==> src/rtl/uart_tx_buffered_if.sv <==
// Bundles the byte-write, start/done handshake, baud tick and status lines of
// the buffered UART transmitter.
//   master : the debug unit side (drives i_*, observes o_*)
//   slave  : the transmitter itself
interface uart_tx_buffered_if #(
  parameter int NB_UART_DATA = 8
);
  logic                    i_wr;
  logic [NB_UART_DATA-1:0] i_wdata;
  logic                    i_tx_start;
  logic                    i_tick;
  logic                    o_tx;
  logic                    o_tx_done;
  logic                    o_full;
  logic                    o_empty;
  logic                    o_busy;

  modport master (
    output i_wr, i_wdata, i_tx_start, i_tick,
    input  o_tx, o_tx_done, o_full, o_empty, o_busy
  );

  modport slave (
    input  i_wr, i_wdata, i_tx_start, i_tick,
    output o_tx, o_tx_done, o_full, o_empty, o_busy
  );
endinterface

==> src/rtl/uart_tx_buffered.sv <==
// Buffered 8N1 UART transmitter. Bytes are queued in a FIFO; a start request
// sends everything queued (including bytes added meanwhile) and then pulses
// o_tx_done once the FIFO has drained. Bit timing uses an external 16x tick.
// Ports:
//   clk            system clock, rising edge
//   i_rst          asynchronous active-high reset
//   bus.i_wr       enqueue bus.i_wdata (dropped while o_full)
//   bus.i_tx_start request to transmit until the FIFO is empty
//   bus.i_tick     baud tick at NB_TICKS_PER_BIT x bit rate
//   bus.o_tx       registered serial line, idle high
//   bus.o_tx_done  one-cycle burst-complete pulse
//   bus.o_full / bus.o_empty  FIFO status
//   bus.o_busy     burst pending or frame in progress
module uart_tx_buffered #(
  parameter int NB_UART_DATA     = 8,
  parameter int FIFO_ADDR_WIDTH  = 4,
  parameter int NB_TICKS_PER_BIT = 16
) (
  input logic               clk,
  input logic               i_rst,
  uart_tx_buffered_if.slave bus
);

  localparam int DEPTH = 2 ** FIFO_ADDR_WIDTH;
  localparam int CW    = FIFO_ADDR_WIDTH + 1;
  localparam int TW    = (NB_TICKS_PER_BIT > 1) ? $clog2(NB_TICKS_PER_BIT) : 1;
  localparam int BW    = (NB_UART_DATA > 1) ? $clog2(NB_UART_DATA) : 1;
  localparam logic [TW-1:0] TICK_LAST = TW'(NB_TICKS_PER_BIT - 1);
  localparam logic [BW-1:0] BIT_LAST  = BW'(NB_UART_DATA - 1);

  typedef enum logic [1:0] {IDLE, START, DATA, STOP} state_t;

  logic [NB_UART_DATA-1:0]    mem [DEPTH];
  logic [FIFO_ADDR_WIDTH-1:0] wr_ptr, rd_ptr;
  logic [CW-1:0]              count;
  logic                       full, empty, push, pop;

  state_t                     state, state_nx;
  logic [TW-1:0]              tick_cnt, tick_nx;
  logic [BW-1:0]              bit_cnt, bit_nx;
  logic [NB_UART_DATA-1:0]    shreg, shreg_nx;
  logic                       tx_reg, tx_nx;
  logic                       send, done;

  assign full  = (count == CW'(DEPTH));
  assign empty = (count == '0);
  // Full is the registered value, so a write while full is lost even if
  // the serializer pops in the same cycle.
  assign push  = bus.i_wr && !full;

  always_ff @(posedge clk) begin
    if (push) mem[wr_ptr] <= bus.i_wdata;
  end

  always_ff @(posedge clk or posedge i_rst) begin
    if (i_rst) begin
      wr_ptr <= '0;
      rd_ptr <= '0;
      count  <= '0;
    end else begin
      if (push) wr_ptr <= wr_ptr + 1'b1;
      if (pop)  rd_ptr <= rd_ptr + 1'b1;
      case ({push, pop})
        2'b10:   count <= count + 1'b1;
        2'b01:   count <= count - 1'b1;
        default: count <= count;
      endcase
    end
  end

  always_ff @(posedge clk or posedge i_rst) begin
    if (i_rst)                send <= 1'b0;
    else if (done)            send <= 1'b0;
    else if (bus.i_tx_start)  send <= 1'b1;
  end

  always_ff @(posedge clk or posedge i_rst) begin
    if (i_rst) begin
      state    <= IDLE;
      tick_cnt <= '0;
      bit_cnt  <= '0;
      shreg    <= '0;
      tx_reg   <= 1'b1;
    end else begin
      state    <= state_nx;
      tick_cnt <= tick_nx;
      bit_cnt  <= bit_nx;
      shreg    <= shreg_nx;
      tx_reg   <= tx_nx;
    end
  end

  always_comb begin
    state_nx = state;
    tick_nx  = tick_cnt;
    bit_nx   = bit_cnt;
    shreg_nx = shreg;
    pop      = 1'b0;
    done     = 1'b0;
    tx_nx    = 1'b1;

    case (state)
      IDLE: begin
        if (send && !empty) begin
          pop      = 1'b1;
          shreg_nx = mem[rd_ptr];
          tick_nx  = '0;
          bit_nx   = '0;
          state_nx = START;
        end else if (send) begin
          done = 1'b1;
        end
      end
      START: begin
        if (bus.i_tick) begin
          if (tick_cnt == TICK_LAST) begin
            tick_nx  = '0;
            state_nx = DATA;
          end else begin
            tick_nx = tick_cnt + 1'b1;
          end
        end
      end
      DATA: begin
        if (bus.i_tick) begin
          if (tick_cnt == TICK_LAST) begin
            tick_nx  = '0;
            shreg_nx = shreg >> 1;
            if (bit_cnt == BIT_LAST) state_nx = STOP;
            else                     bit_nx   = bit_cnt + 1'b1;
          end else begin
            tick_nx = tick_cnt + 1'b1;
          end
        end
      end
      STOP: begin
        if (bus.i_tick) begin
          if (tick_cnt == TICK_LAST) begin
            tick_nx  = '0;
            state_nx = IDLE;
          end else begin
            tick_nx = tick_cnt + 1'b1;
          end
        end
      end
      default: state_nx = IDLE;
    endcase

    // Line level is decoded from the next state so the register output
    // changes in the same cycle as the state.
    case (state_nx)
      START:   tx_nx = 1'b0;
      DATA:    tx_nx = shreg_nx[0];
      default: tx_nx = 1'b1;
    endcase
  end

  assign bus.o_tx      = tx_reg;
  assign bus.o_tx_done = done;
  assign bus.o_full    = full;
  assign bus.o_empty   = empty;
  assign bus.o_busy    = send || (state != IDLE);

endmodule
==> src/flat_wrapper.sv <==
// flat-port wrapper written by rule: the top's interface ports become plain ports
module uart_tx_buffered_flat 
#(
  parameter int NB_UART_DATA     = 8,
  parameter int FIFO_ADDR_WIDTH  = 4,
  parameter int NB_TICKS_PER_BIT = 16
)
  (clk, i_rst, bus_i_wr, bus_i_wdata, bus_i_tx_start, bus_i_tick, bus_o_tx, bus_o_tx_done, bus_o_full, bus_o_empty, bus_o_busy);
  uart_tx_buffered_if #(.NB_UART_DATA(NB_UART_DATA)) bus_i ();
  input logic clk;
  input logic i_rst;
  input wire logic [$bits(bus_i.i_wr)-1:0] bus_i_wr;
  input wire logic [$bits(bus_i.i_wdata)-1:0] bus_i_wdata;
  input wire logic [$bits(bus_i.i_tx_start)-1:0] bus_i_tx_start;
  input wire logic [$bits(bus_i.i_tick)-1:0] bus_i_tick;
  output wire logic [$bits(bus_i.o_tx)-1:0] bus_o_tx;
  output wire logic [$bits(bus_i.o_tx_done)-1:0] bus_o_tx_done;
  output wire logic [$bits(bus_i.o_full)-1:0] bus_o_full;
  output wire logic [$bits(bus_i.o_empty)-1:0] bus_o_empty;
  output wire logic [$bits(bus_i.o_busy)-1:0] bus_o_busy;
  assign bus_i.i_wr = bus_i_wr;
  assign bus_i.i_wdata = bus_i_wdata;
  assign bus_i.i_tx_start = bus_i_tx_start;
  assign bus_i.i_tick = bus_i_tick;
  assign bus_o_tx = bus_i.o_tx;
  assign bus_o_tx_done = bus_i.o_tx_done;
  assign bus_o_full = bus_i.o_full;
  assign bus_o_empty = bus_i.o_empty;
  assign bus_o_busy = bus_i.o_busy;
  uart_tx_buffered #(.NB_UART_DATA(NB_UART_DATA), .FIFO_ADDR_WIDTH(FIFO_ADDR_WIDTH), .NB_TICKS_PER_BIT(NB_TICKS_PER_BIT)) u_core (.clk(clk), .i_rst(i_rst), .bus(bus_i));
endmodule
==> config.mk <==
export PLATFORM = sky130hd
export DESIGN_NAME = uart_tx_buffered_flat
export DESIGN_NICKNAME = d
export VERILOG_FILES = /design/src/rtl/uart_tx_buffered_if.sv /design/src/rtl/uart_tx_buffered.sv /design/src/flat_wrapper.sv
export SDC_FILE = /design/constraint.sdc
export NUM_CORES = 1
export LEC_CHECK = 0
export ABC_AREA = 1
export CAP_MARGIN = 20
export CORE_AREA = 2 2 155 157
export CTS_CLUSTER_SIZE = 25
export DETAILED_ROUTE_END_ITERATION = 16
export DIE_AREA = 0 0 157 159
export GPL_ROUTABILITY_DRIVEN = 0
export SLEW_MARGIN = 10
export SYNTH_ARGS = -nofsm -noshare
export SYNTH_HDL_FRONTEND = slang
export SYNTH_SLANG_ARGS = --single-unit
export TNS_END_PERCENT = 1
==> constraint.sdc <==
create_clock -name clk -period 5.9 [get_ports clk]
set_input_delay 0.885 -clock clk [delete_from_list [all_inputs] [get_ports clk]]
set_output_delay 0.885 -clock clk [all_outputs]
set_load 0.01 [all_outputs]
# After elaboration in Yosys (flattened, before gate mapping)
# Memories as Yosys holds them, arrays and structs flattened.
# Index checks and enable logic that the tools add are counted.
op_classes:
  addsub: 6
  n_eq_ne: 15
  muxes: 33
  n_reduce_logical: 15
op_table:
  columns: ["op", "n"]
  rows:
  - ["two-way mux 8 bit", 3]
  - ["two-way mux 2 bit", 8]
  - ["one-hot mux 8 bit (2 select lines)", 1]
  - ["adder 4 x 1 -> 4 bit, second input constant", 3]
  - ["two-way mux 3 bit", 4]
  - ["two-way mux 4 bit", 3]
  - ["one-hot mux 5 bit (2 select lines)", 1]
  - ["two-way mux 1 bit", 9]
  - ["equality test 2 bit, second input constant", 4]
  - ["one-hot mux 2 bit (4 select lines)", 1]
  - ["one-hot mux 4 bit (2 select lines)", 1]
  - ["nonzero test 2 bit", 4]
  - ["equality test 2 x 1 -> 1 bit, second input constant", 3]
  - ["!= test 2 x 1 -> 1 bit, second input constant", 3]
  - ["one-hot mux 3 bit (2 select lines)", 1]
  - ["adder 5 x 1 -> 5 bit, second input constant", 1]
  - ["equality test 5 bit, second input constant", 1]
  - ["zero test 5 bit", 1]
  - ["AND reduction 5 bit", 1]
  - ["subtractor 5 x 1 -> 5 bit, second input constant", 1]
  - ["equality test 4 bit, second input constant", 1]
  - ["!= test 2 bit, second input constant", 2]
  - ["AND reduction 4 bit", 1]
  - ["adder 3 x 1 -> 3 bit, second input constant", 1]
  - ["other kinds (8)", 10]
totals:
  register_bits: 32
  mem_bits_rw: 128
  input_bits: 13
  output_inout_bits: 5
  elab_cells: 80
  memories: 1
memory_table:
  columns: ["name", "depth", "width", "read_ports", "rd_ports_with_merged_regs", "write_ports", "line", "text"]
  rows:
  - ["u_core.mem", 16, 8, 1, 0, 1, "uart_tx_buffered.sv:33", "logic [NB_UART_DATA-1:0] mem [DEPTH];"]

# Logic depth before layout (Yosys ltp)
# Gate-level depths: netlist (run 1).
depth:
  word_depth: 7
  mapped_depth: 18
  ltp_nobuf: 17

# Worst setup path after synthesis (run 1)
# No wires, ideal clock.
synth_path:
  path_kind: "flip-flop to flip-flop"
  start: "reg u_core.count[0]"
  end: "reg u_core.count[4]"
  setup_ns: 0.065
  t_arrival_ns: 2.298
  t_required_ns: 5.835
  setup_slack_ns: 3.537
  stages_incl_launch_ff: 19
  path_buffers: 1
  synth_period_minus_slack_ns: 2.363
  cell_sequence: "dfrtp_1 > nor2_1 > nand4_2 > nand2_1 > inv_1 > nand2_4 > inv_2 > buf_6 > ha_1 > xor2_1 > ha_1 > inv_1 > nand2_1 > nand2_1 > nand2_1 > a21oi_1 > xor2_1 > nand2_1 > nand2_1"
synth_between:
  elab_chain_cells: 7
  elab_cells_between_ends: 14
  cone_classes: "add/sub: 2; eq/ne: 3; mux: 3; reduce/logical: 6"
synth_rtl:
  columns: ["item", "line", "text"]
  rows:
  - ["from (decl)", "uart_tx_buffered.sv:35", "logic [CW-1:0] count;"]
  - ["from (signal assigned)", "uart_tx_buffered.sv:64", "2'b10: count <= count + 1'b1;"]
  - ["from (signal assigned)", "uart_tx_buffered.sv:65", "2'b01: count <= count - 1'b1;"]
  - ["from (signal assigned)", "uart_tx_buffered.sv:66", "default: count <= count;"]
  - ["zero test 5 bit *", "uart_tx_buffered.sv:46", "assign empty = (count == '0);"]
  - ["zero test 1 bit *", "uart_tx_buffered.sv:104", "if (send && !empty) begin"]
  - ["logical AND 1 bit *", "uart_tx_buffered.sv:104", null]
  - ["two-way mux 1 bit *", "uart_tx_buffered.sv:104", null]
  - ["two-way mux 1 bit *", "uart_tx_buffered.sv:102", "case (state)"]
  - ["via u_core.pop", "uart_tx_buffered.sv:36", "logic full, empty, push, pop;"]
  - ["equality test 2 x 1 -> 1 bit / equality test 2 bit (equally long branches)", "uart_tx_buffered.sv:63", "case ({push, pop})"]
  - ["one-hot mux 5 bit (2 select lines) / nonzero test 2 bit (equally long branches)", null, null]
# Mark *: on every way through the listed nets, which the timed path passes. The rest lies on a longest branch.
# A chain may end at the register's enable or synchronous reset.

# Worst setup path in the final report (run 1)
layout_path:
  start: "reg u_core.state[0]"
  end: "out bus_o_tx_done"
layout_between:
  elab_chain_cells: 2
layout_rtl:
  columns: ["item", "line", "text"]
  rows:
  - ["from (decl)", "uart_tx_buffered.sv:38", "state_t state, state_nx;"]
  - ["from (signal assigned)", "uart_tx_buffered.sv:85", "state <= state_nx;"]
  - ["zero test 2 bit", "uart_tx_buffered.sv:102", null]
  - ["two-way mux 1 bit", "uart_tx_buffered.sv:102", null]
  - ["to (decl)", "flat_wrapper.sv:17", "output wire logic [$bits(bus_i.o_tx_done)-1:0] bus_o_tx_done;"]
# Every way passes these cells.

==> flow_metrics.env, run 1 <==
export IMPL_outcome="finished, final reports clean"
export IMPL_finalCriticalPeriod_ns=3.13
export IMPL_crit_fanout=6
export IMPL_finClkSkew_ns=0.00946
export IMPL_cp_start_kind="register"
export IMPL_antenna_found_initial=0
export IMPL_yosys_top_cells_area="edfxtp_1 (56%), dfrtp_1 (11%), nand2_1 (6.2%)"
export IMPL_routed_wirelength_mm=15.2
export IMPL_cts_sinks=160
export IMPL_synth_simple_gate_area_share_pct=15.5
export IMPL_setup_viol=0
export IMPL_port_buffers=17
export IMPL_arrival_ns=2.25
export IMPL_firstDrtPassIters=5
export IMPL_synth_compound_area_share_pct=7.49
export IMPL_rows=56
export IMPL_synth_seq_area_share_pct=67.1
export IMPL_h_tree_depth=4
export IMPL_drive_gt1_share_pct=7.36
export IMPL_synth_area_leader_cell="edfxtp_1"
export IMPL_wl_met2_mm=7.35
export IMPL_min_path_type="reg2reg"
export IMPL_final_max_slew_viol_count=0
export IMPL_clk_latency_ns=0.43
export IMPL_synth_top_area_share_pct=55.5
export IMPL_peakVddDrop_uv=235
export IMPL_gr_total_overflow=0
export IMPL_cts_tree="built"
export IMPL_finalHoldViolations=0
export IMPL_die_w_um=157
export IMPL_worstSetupEndpointType="output pin"
export IMPL_stdcell_count=971
export IMPL_async_flop_share_pct=20.0
export IMPL_synth_xor_area_share_pct=1.90
export IMPL_powerDensity_mw_per_mm2=474
export IMPL_die_area_mm2=0.0250
export IMPL_hold_buffers=0
export IMPL_rsz0062_at_grt="no"
export IMPL_io_pins=18
export IMPL_synth_edf_count=128
export IMPL_hpwl_mm=9.53
export IMPL_die_h_um=159
export IMPL_num_antenna_cells=0
export IMPL_p_int_mw=2.43
export IMPL_ys_warn_count=0
export IMPL_worst_hold_slack_ns=0.503
export IMPL_clkPwrFrac_pct=30.5
export IMPL_cts_inserted_buffers=17
export IMPL_top_layer_used="met4"
export IMPL_syn_to_final_growth_pct=15.4
export IMPL_avgViaCountPerCell=4.57
export IMPL_place_area_mm2=0.00737
export IMPL_synth_top_family_by_area="simple AND/OR/NAND/NOR gates"
export IMPL_crit_required_ns=5.02
export IMPL_start_util_pct=29.8
export IMPL_route_detailed_drc=0
export IMPL_core_mm2=0.0232
export IMPL_tightest_slew_ns=0.894
export IMPL_grt_pass1_vias=4445
export IMPL_synth_distinct_cells=31
export IMPL_ant_nets=0
export IMPL_setup_tns_ns=0
export IMPL_comb_power_share_pct=29.5
export IMPL_synth_nets=648
export IMPL_path_class="reg2out"
export IMPL_drv_cap=0
export IMPL_grt_pass1_wl_mm=24.2
export IMPL_synth_area_mm2=0.00692
export IMPL_met3RoutedLength_um=584
export IMPL_synth_mux_area_share_pct=0
export IMPL_finalCritPeriodShare_pct=53.1
export IMPL_num_vias=4441
export IMPL_avgSynthCellArea_um2=11.1
export IMPL_post_drt_wl_per_cell_um=15.6
export IMPL_cts_clk_slew_worst_paths_ns=0.07
export IMPL_postCtsSetupRepairBufs=0
export IMPL_final_cell_area_mm2=0.00799
export IMPL_timing_fmax_mhz=319
export IMPL_power_leakage_nw=3.03
export IMPL_cts_root_buffer="clkbuf_16"
export IMPL_cts_buffer_depth=2
export IMPL_p_seq_share_pct=40.0
export IMPL_wirelength_met1_mm=6.76
export IMPL_synth_most_common_cell="edfxtp_1"
export IMPL_sw_frac_of_total_pct=35.8
export IMPL_synth_common_cells="edfxtp_1 (128), nand2_1 (115), nor2_1 (76)"
export IMPL_first_iter_violations=407
export IMPL_grt_max_degree=76
export IMPL_relSlewSlack_pct=40.2
export IMPL_track_usage_pct=12.9
export IMPL_synthAdderAreaFrac_pct=2.17
export IMPL_fin_nets=664
export IMPL_ys_flop_type="edfxtp_1"
export IMPL_cts_resized=0
export IMPL_power_switching_mw=1.35
export IMPL_ys_seq_elements=160
export IMPL_dp_cells=939
export IMPL_synthCells=623
-- worst paths after layout --
kind                                   start            endpoint  slack, ns  depth (start not counted)
max                          u_core.state[0]       bus_o_tx_done       2.77                          4
min                        u_core.bit_cnt[2]   u_core.bit_cnt[2]       0.50                          2
max reg2reg                 u_core.rd_ptr[2]     u_core.shreg[1]       3.27                          7
min reg2reg                u_core.bit_cnt[2]   u_core.bit_cnt[2]       0.50                          2
max in group asynchronous              i_rst     u_core.bus.o_tx       4.71                          3
min in group asynchronous              i_rst  u_core.tick_cnt[0]       0.85                          3
-- critical path, cell delays in order (launching register included) --
cell and delay (ns):
dfrtp_1 0.43, nor2_1 0.37, inv_1 0.16, nor3_1 0.27, clkdlybuf4s50_1 0.59
-- registers in the layout, indices dropped and copies added (netlist names) --
name	count
u_core.bit_cnt	3
u_core.count	5
u_core.rd_ptr	4
u_core.state	2
u_core.mem	128
u_core.send	1
u_core.wr_ptr	4
u_core.shreg	8
u_core.bus.o_tx	1
u_core.tick_cnt	4
-- per-layer routing --
layer	up-vias	track usage [%]
li1	2162	-
met1	2140	16.3
met2	104	21.0
met3	35	2.69
met4	0	6.09
met5	-	0
-- area by class of cell --
cell class,count,area [um2]
Clock buffer,18,429
Clock inverter,14,190
Fill cell,2319,15200
Inverter,67,251
Multi-Input combinational cell,372,1870
Sequential cell,160,4650
Tap cell,319,399
Timing Repair Buffer,21,200
-- placed cells by master, fill, tap and decap left out, drive strengths merged, types with 3 or more instances in the layout --
master	n
a21oi	14
buf	4
bufinv	3
clkbuf	18
clkdlybuf4s50	17
clkinv	4
dfrtp	31
edfxtp	128
ha	12
inv	73
nand2	120
nand3	41
nand4	11
nor2	78
o211ai	13
o21ai	54
o22ai	10
xor2	13
-- metrics by stage --
stage	power, mW	setup slack, ns	util (%)
final	3.78	2.77	34.4
after detailed placement	2.65	3.04	31.8
after CTS	3.81	2.74	34.4
after floorplan	2.33	3.54	-
after global placement	2.64	3.03	31.8
after global routing	4.02	2.59	34.4
-- power by group through the flow --
stage	Combinational [mW]	Clock [mW]	Sequential, mW
global placement	1.11	0	1.53
finish	1.12	1.16	1.51
detailed placement	1.12	0	1.53
floorplan	0.832	0	1.50
global route	1.27	1.22	1.53
CTS	1.13	1.17	1.51
-- logic make-up after synthesis --
family          Yosys count
simple gates            252
flops                   160
compound gates           93
buf+inv                  91
xor+xnor                 15
fa+ha+maj                12
Power figures use the tool's default switching activity.
==> run 2, diff against run 1 <==
==> constraint.sdc (replaced) <==
create_clock -name clk -period 2.5 [get_ports clk]
set_input_delay 0.375 -clock clk [delete_from_list [all_inputs] [get_ports clk]]
set_output_delay 0.375 -clock clk [all_outputs]
set_load 0.01 [all_outputs]
==> run 2 against run 1 <==
  * Wire length shrank 0.67%
  * Hold slack lost 0.17 ns
  * Clock skew grew 0.0064 ns
  * First-iteration DRC count shrank 26%
  * Critical path depth grew 1
  * Critical path type unchanged
  * Largest cell class unchanged
==> flow_metrics.env, run 2 (synthesis results as in run 1) <==
export IMPL_nFillCells=2272
export IMPL_crit_start="u_core.state[0]"
export IMPL_layout_commonest_cell="edfxtp_1"
export IMPL_regArea_mm2=0.00465
export IMPL_peakVddDrop_uv=580
export IMPL_track_usage_pct=12.7
export IMPL_crit_required_ns=2.12
export IMPL_layout_common_cells="edfxtp_1 (128), nand2_1 (114), nor2_1 (75)"
export IMPL_io_pins=18
export IMPL_die_h_um=159
export IMPL_avgViaCountPerCell=4.45
export IMPL_timing_rr_start="u_core.count[0]"
export IMPL_ant_nets=0
export IMPL_start_util_pct=29.8
export IMPL_crit_fanout=6
export IMPL_core_mm2=0.0232
export IMPL_cts_root_buffer="clkbuf_16"
export IMPL_num_vias=4456
export IMPL_rows=56
export IMPL_crit_path_cell_trace="nor2_1, buf_4, inv_1, nor3_2, clkdlybuf4s50_1"
export IMPL_cts_tree="built"
export IMPL_min_path_type="in2async"
export IMPL_cts_clk_slew_worst_paths_ns=0.07
export IMPL_rsz0062_at_grt="yes"
export IMPL_power_switching_mw=3.24
export IMPL_grt_pass1_wl_mm=24.2
export IMPL_finalHoldViolations=0
export IMPL_cts_inserted_buffers=17
export IMPL_worst_path_largest_cell_delay_ns=0.57
export IMPL_first_iter_violations=301
export IMPL_grt_pass1_vias=4478
export IMPL_relSlewSlack_pct=53.9
export IMPL_largest_register="u_core.mem"
export IMPL_reg_top3="u_core.mem x128, u_core.shreg x8, u_core.count x5"
export IMPL_worstSetupEndpointType="output pin"
export IMPL_die_w_um=157
export IMPL_fin_nets=694
export IMPL_tightest_slew_ns=0.690
export IMPL_num_antenna_cells=0
export IMPL_cp_num_buf_inv=3
export IMPL_finalCriticalPeriod_ns=2.37
export IMPL_setup_tns_ns=0
export IMPL_port_buffers=17
export IMPL_multiInputGateArea_mm2=0.00189
export IMPL_finalPower_mw=8.84
export IMPL_hold_buffers=0
export IMPL_firstDrtPassIters=4
export IMPL_setup_viol=0
export IMPL_crit_family="buffers and inverters"
export IMPL_clkPwrFrac_pct=27.5
export IMPL_die_area_mm2=0.0250
export IMPL_p_seq_share_pct=40.5
export IMPL_drv_cap=0
export IMPL_cts_buffer_depth=2
export IMPL_cp_slowest_cell="clkdlybuf4s50_1"
export IMPL_gr_total_overflow=0
export IMPL_sw_frac_of_total_pct=36.6
export IMPL_syn_to_final_growth_pct=18.4
export IMPL_largest_register_ffs=128
export IMPL_cts_sinks=160
export IMPL_post_place_ws_ns=0.0875
export IMPL_finalCritPeriodShare_pct=94.7
export IMPL_timing_fmax_mhz=423
export IMPL_grt_max_degree=76
export IMPL_path_class="reg2out"
export IMPL_finClkSkew_ns=0.0159
export IMPL_drive_gt1_share_pct=12.0
export IMPL_hpwl_mm=9.87
export IMPL_routed_wirelength_mm=15.1
export IMPL_arrival_ns=1.99
export IMPL_antenna_found_initial=0
export IMPL_p_int_mw=5.60
export IMPL_place_area_mm2=0.00762
export IMPL_outcome="finished, final reports clean"
export IMPL_final_cell_area_mm2=0.00819
export IMPL_cp_start_kind="register"
export IMPL_powerDensity_mw_per_mm2=1080
export IMPL_post_drt_wl_per_cell_um=15.1
export IMPL_power_leakage_nw=3.16
export IMPL_finalWorstSetupSlack_ns=0.134
export IMPL_clk_latency_ns=0.43
export IMPL_final_max_slew_viol_count=0
export IMPL_route_detailed_drc=0
export IMPL_h_tree_depth=4
export IMPL_comb_power_share_pct=32.0
[run 2: layout make-up]
type / instances / share of cell area, %
clock buffer: 17 / 5.19
multi-input combinational: 372 / 23.0
inverter: 67 / 3.07
clock inverter: 15 / 1.59
tap: 319 / 4.87
sequential: 160 / 56.7
timing repair buffer: 51 / 5.50
[run 2: worst paths after layout]
kind / end / slack, ns / depth (start not counted)
worst max-delay path: bus_o_tx_done / 0.13 / 5
worst min-delay path: u_core.wr_ptr[1] / 0.33 / 3
worst max register to register: u_core.count[4] / 0.23 / 17
worst min register to register: u_core.bit_cnt[2] / 0.50 / 2
max in group asynchronous: u_core.rd_ptr[0] / 1.83 / 3
min in group clk: u_core.bit_cnt[2] / 0.50 / 2
[run 2: power groups by stage]
stage / Clock [mW] / Combinational [mW] / Sequential, mW
after floorplan: 0 / 1.96 / 3.54
after CTS: 2.47 / 2.86 / 3.57
after global placement: 0 / 2.82 / 3.62
after detailed placement: 0 / 2.85 / 3.62
final: 2.43 / 2.83 / 3.58
after global routing: 2.59 / 3.21 / 3.61
[run 2: metal layers]
layer / global-route usage (%) / share of wire [%]
met2: 21.3 / 51
met4: 4.67 / 1.2
met3: 2.56 / 3.2
met5: 0 / 0
met1: 16.3 / 45
[run 2: timing repair]
item                                    in CTS  in global routing
resized for setup                            0                  5
setup buffers                                0                  0
endpoints found under the hold margin        0                  0
endpoints found under the setup margin       0                  2
[run 2: per-stage QoR]
| stage | util (%) | hold WS, ns | std cells |
|---|---|---|---|
| after floorplan | - | 0.463 | 623 |
| after global placement | 32.9 | 0.481 | 969 |
| after detailed placement | 32.9 | 0.487 | 969 |
| after CTS | 35.3 | 0.345 | 1001 |
| after global routing | 35.3 | 0.413 | 1001 |
| final | 35.3 | 0.333 | 1001 |
[run 2: tightest hold or removal path, stage by stage]
cell	delay (ns)
clkdlybuf4s50_1	0.39
inv_1	0.05
buf_4	0.37
